<file path="src/rtl/mem_port_arbiter.sv">
// Shared memory-port arbiter/sequencer for IF and LS: grants one transaction, counts MEM_LAT, returns data.
// Optional MEM_ARB_RR_EN selects round-robin arbitration instead of fixed LS-over-IF priority.
module mem_port_arbiter #(
  parameter int unsigned AW      = 32,
  parameter int unsigned DW      = 32,
  parameter int unsigned MEM_LAT = 1
) (
  input  logic          clk,
  input  logic          rst_n,
  input  logic          if_req,
  input  logic [AW-1:0] if_addr,
  output logic          if_gnt,
  output logic          if_rvalid,
  output logic [DW-1:0] if_rdata,
  input  logic          ls_req,
  input  logic          ls_we,
  input  logic [AW-1:0] ls_addr,
  input  logic [DW-1:0] ls_wdata,
  output logic          ls_gnt,
  output logic          ls_rvalid,
  output logic [DW-1:0] ls_rdata,
  output logic          mem_en,
  output logic          mem_we,
  output logic [AW-1:0] mem_addr,
  output logic [DW-1:0] mem_wdata,
  input  logic [DW-1:0] mem_rdata,
  output logic          sel,
  output logic          busy
);

  typedef enum logic [1:0] {ST_IDLE, ST_WAIT, ST_RESP} state_e;

  state_e        state_q, state_d;
  logic [3:0]    cnt_q, cnt_d;
  logic          owner_q, owner_d;
  logic          store_q, store_d;
  logic          if_rvalid_q, if_rvalid_d;
  logic          ls_rvalid_q, ls_rvalid_d;
  logic [DW-1:0] if_rdata_q, if_rdata_d;
  logic [DW-1:0] ls_rdata_q, ls_rdata_d;

  logic arb_open;
  logic grant;
  logic win_ls;

`ifdef MEM_ARB_RR_EN
  logic last_q, last_d;

  // On contention the requester not granted last wins; a lone requester always wins.
  assign win_ls = ls_req && (!if_req || !last_q);

  always_comb begin
    last_d = last_q;
    if (grant) last_d = win_ls;
  end

  always_ff @(posedge clk or negedge rst_n) begin
    if (!rst_n) last_q <= 1'b1;
    else        last_q <= last_d;
  end
`else
  assign win_ls = ls_req;
`endif

  // rst_n gates the grant so no strobe leaks out while reset is held with a request pending.
  assign arb_open = rst_n && (state_q != ST_WAIT);
  assign grant    = arb_open && (if_req || ls_req);

  always_comb begin
    if_gnt    = grant && !win_ls;
    ls_gnt    = grant && win_ls;
    mem_en    = grant;
    mem_we    = grant && win_ls && ls_we;
    sel       = grant ? win_ls : owner_q;
    mem_addr  = '0;
    mem_wdata = '0;
    if (grant) begin
      mem_addr  = win_ls ? ls_addr : if_addr;
      mem_wdata = win_ls ? ls_wdata : '0;
    end
  end

  assign busy      = (state_q != ST_IDLE);
  assign if_rvalid = if_rvalid_q;
  assign ls_rvalid = ls_rvalid_q;
  assign if_rdata  = if_rdata_q;
  assign ls_rdata  = ls_rdata_q;

  always_comb begin
    state_d     = state_q;
    cnt_d       = cnt_q;
    owner_d     = owner_q;
    store_d     = store_q;
    if_rvalid_d = 1'b0;
    ls_rvalid_d = 1'b0;
    if_rdata_d  = if_rdata_q;
    ls_rdata_d  = ls_rdata_q;
    case (state_q)
      ST_IDLE, ST_RESP: begin
        if (grant) begin
          state_d = ST_WAIT;
          cnt_d   = 4'(MEM_LAT - 1);
          owner_d = win_ls;
          store_d = win_ls && ls_we;
        end else begin
          state_d = ST_IDLE;
        end
      end
      ST_WAIT: begin
        if (cnt_q == '0) begin
          state_d = ST_RESP;
          if (owner_q) begin
            ls_rvalid_d = 1'b1;
            ls_rdata_d  = store_q ? '0 : mem_rdata;
          end else begin
            if_rvalid_d = 1'b1;
            if_rdata_d  = mem_rdata;
          end
        end else begin
          cnt_d = cnt_q - 4'd1;
        end
      end
      default: state_d = ST_IDLE;
    endcase
  end

  always_ff @(posedge clk or negedge rst_n) begin
    if (!rst_n) begin
      state_q     <= ST_IDLE;
      cnt_q       <= '0;
      owner_q     <= 1'b0;
      store_q     <= 1'b0;
      if_rvalid_q <= 1'b0;
      ls_rvalid_q <= 1'b0;
      if_rdata_q  <= '0;
      ls_rdata_q  <= '0;
    end else begin
      state_q     <= state_d;
      cnt_q       <= cnt_d;
      owner_q     <= owner_d;
      store_q     <= store_d;
      if_rvalid_q <= if_rvalid_d;
      ls_rvalid_q <= ls_rvalid_d;
      if_rdata_q  <= if_rdata_d;
      ls_rdata_q  <= ls_rdata_d;
    end
  end

endmodule

</file>
<file path="config.mk">
export PLATFORM = sky130hd
export DESIGN_NAME = mem_port_arbiter
export DESIGN_NICKNAME = d
export VERILOG_FILES = /design/src/rtl/mem_port_arbiter.sv
export SDC_FILE = /design/constraint.sdc
export NUM_CORES = 1
export LEC_CHECK = 0
export ABC_CLOCK_PERIOD_IN_PS = 3300
export CAP_MARGIN = 25
export CELL_PAD_IN_SITES_DETAIL_PLACEMENT = 1
export CELL_PAD_IN_SITES_GLOBAL_PLACEMENT = 2
export CORE_MARGIN = 2
export CORE_UTILIZATION = 21
export CTS_CLUSTER_SIZE = 12
export DETAILED_ROUTE_END_ITERATION = 16
export GPL_TIMING_DRIVEN = 0
export PLACE_DENSITY_LB_ADDON = 0.05
export SETUP_SLACK_MARGIN = 0.4
export SLEW_MARGIN = 10
export SYNTH_ARGS = -nofsm -noshare
export SYNTH_HDL_FRONTEND = slang
export SYNTH_SLANG_ARGS = --single-unit
</file>
<file path="constraint.sdc">
create_clock -name clk -period 3.3 [get_ports clk]
set_input_delay 0.66 -clock clk [delete_from_list [all_inputs] [get_ports clk]]
set_output_delay 0.66 -clock clk [all_outputs]
set_load 0.005 [all_outputs]
</file>
==> reports/summary.txt <==
Tcrit/Tclk final - 85.7%
Final non-filler cell total - 821
Cell taking the most area after synthesis - dfrtp_1
PwrDens - 558 mW/mm²
Final wirelength - 14900 µm
Register area share after synthesis - 49.0%
Leak Pwr - 3.34 nW
Mapped Nets - 433
Top post-synthesis cells by area - dfrtp_1, mux2_4, mux2_2
Synth unique cells - 33
Setup WS post-layout - 473 ps
Mean Syn Cell Area - 12.7 µm²
Worst setup EP type - output port
Max-cap viol count - 0
CP required - 2640 ps
I/O pins - 269
Port Buf Inserts - 268
Final nets - 720
Vias - 3489
Worst hold path class - primary input to async pin
GPL Wtd Cong - 0.802
Die H - 138 µm
Total CTS buffers - 9
Dpl ws - -163 ps
Post-route design area - 0.00723 mm²
Sink Count - 74
Worst vdd ir - 249 µV
Syn Inst Count - 298
Cells after DPL - 796
H-tree levels - 3
Worst Tran Pin Value - 592 ps
Post-synthesis cell area - 0.00378 mm²
Area growth syn-to-layout - 91.4%
Initial DRT Pass Iterations - 4
Area after DPL - 0.00677 mm²
Remaining antenna violation count after routing - 0
Antenna violations before repair - 2
TNS Setup - 0 ps
CP Launch Point - state_q[1]
Clock period minus worst slack - 2830 ps
DRC - 0
Number of global-route vias before repair - 3850
Yosys reg bits - 74
Max-slew violations - 0
Die ar. - 0.0191 mm²
RSZ-0062 raised after global routing - true
Status - finished clean
Initial Utilization - 21.2%
Global-route wire length before repair - 22700 µm
Cts hold-fix bufs - 0
Slew headroom - 60.1%
Setup Skew - 5.35 ps
CP Data Arrival Time - 2170 ps
Max FO, Critical Path - 10
Drt via density - 4.25
Startpoint types - register
CTS clock-pin slew for the worst setup and hold paths - 60 ps
CTS tree - built
Max clock buf depth - 2
Final core area utilization - 40.6%
RR Startpoint - cnt_q[0]
Drt initial violations - 76
Detailed Place HPWL - 12100 µm
Clock Latency Late Sink - 330 ps
Yosys Warn Count - 0
GRT Total Usage - 15.4%
Die X - 138 µm
Row count - 49
Fmax - 354 MHz
Routed length per instance - 18.1 µm
CORE AREA - 0.0178 mm²
Largest net degree at the start of global routing - 53
GR Overflow Total - 0
Top-area cell type share of the netlist area - 49.0%
Final Hold Vio Count - 0
Root Driver - clkbuf_16
Crit Path Class - register to output port
Proportion of layout cells with a drive suffix above 1 - 19.7%
Final setup violation count - 0
[sequential cells by signal, summed over array words and instances, names as in the netlist]
| register | cells |
|---|---|
| ls_rdata | 32 |
| ls_rvalid | 1 |
| owner_q | 1 |
| state_q | 2 |
| if_rvalid | 1 |
| if_rdata | 32 |
| store_q | 1 |
| cnt_q | 4 |
[report_power, final]
group	leakage, nW	internal [W]	total [W]	switching [W]
Clock	0.159	0.000684	0.00107	0.000388
Combinational	2.29	0.00112	0.00156	0.000443
Sequential	0.893	0.00123	0.00140	0.000178
Total	3.34	0.00303	0.00404	0.00101
[worst max-delay path, stage by stage (launching register included)]
cell and delay, ps:
dfrtp_1 380, nand2b_4 150, buf_8 130, and3_4 180, buf_6 120, clkbuf_4 180, a22o_1 240, clkdlybuf4s50_1 460
[metrics by stage]
stage / power (W) / hold WS [ps]
after floorplan: 0.00194 / 364
after global placement: 0.00298 / 489
after detailed placement: 0.00301 / 492
after CTS: 0.00411 / 182
after global routing: 0.00427 / 162
final: 0.00404 / 160
[cell usage in the layout, fill, tap and decap left out, types with 2 or more instances in the layout]
| cell | instances |
|---|---|
| dlygate4sd2_1 | 39 |
| nor2b_1 | 33 |
| dlymetal6s2s_1 | 6 |
| clkinv_4 | 2 |
| a22o_1 | 32 |
| ha_1 | 2 |
| o21ai_0 | 3 |
| clkbuf_1 | 3 |
| buf_6 | 6 |
| dfrtp_1 | 73 |
| nand2b_4 | 2 |
| or2_2 | 2 |
| mux2_2 | 35 |
| mux2_4 | 29 |
| buf_2 | 3 |
| diode_2 | 2 |
| bufinv_16 | 2 |
| clkdlybuf4s50_1 | 222 |
| inv_1 | 6 |
| nand2_1 | 2 |
| buf_8 | 4 |
| clkbuf_8 | 3 |
| nor2_1 | 2 |
| clkbuf_4 | 2 |
| and2_1 | 33 |
| or3_1 | 2 |
| nand3_1 | 2 |
| mux2i_1 | 2 |
| buf_4 | 11 |
| clkbuf_16 | 9 |
[final timing paths]
check,cells after the start,end,slack (ps)
setup / recovery,7,mem_addr[18],470
hold reg to reg,1,if_rdata[1],510
min in group clk,1,if_rdata[1],510
max in group asynchronous,2,ls_rvalid,2600
hold / removal,1,ls_rdata[26],160
setup reg to reg,7,if_rdata[19],1290
[kinds of logic after synthesis]
logic type               after synthesis  share of synthesized area, %
multiplexers                          66                          22.5
AO/OA/AOI/OAI                         41                          9.18
adder cells (fa/ha/maj)                2                         0.663
buffers and inverters                 29                          4.01
AND/OR/NAND/NOR                       86                          14.6
flip-flops                            74                          49.0
[Yosys cell counts (all sizes together)]
cell type,number
a22oi,1
nor3,1
and4b,1
and2,33
or4,1
nand2,2
clkbuf,10
and3,2
a32o,1
nand3,2
a311o,1
inv,6
or2,2
nor4,1
o211ai,1
ha,2
o21ai,3
dfrtp,74
a2111oi,1
nand4,1
nand2b,3
buf,13
nor2,2
or3,2
mux2,64
a22o,32
nor2b,33
a21o,1
mux2i,2
[routing by layer]
| metal | share of wire [%] | vias up | GRT usage (%) |
|---|---|---|---|
| met5 | 0 | - | 0 |
| met3 | 10 | 16 | 6.62 |
| met4 | 2.0 | 0 | 5.05 |
| met1 | 37 | 1685 | 16.2 |
| li1 | - | 1627 | - |
| met2 | 51 | 161 | 27.6 |
[area by class of cell]
class                      instances  area (µm²)
fill                            1895       10600
inverter                           6        22.5
antenna                            2        5.00
timing repair buffer             276        2730
sequential                        74        1850
clock buffer                      10         239
tap                              229         287
clock inverter                     6        90.1
multi-input combinational        195        1790
buffer                            23         211
[what timing repair did]
item / 4_1_cts / 5_1_grt
gates resized for setup: 67 / 15
endpoints found under the setup margin: 68 / 26
setup buffers: 6 / 1
pin swaps: 1 / 0
hold endpoints to repair: 0 / 0
Power figures use the tool's default switching activity.
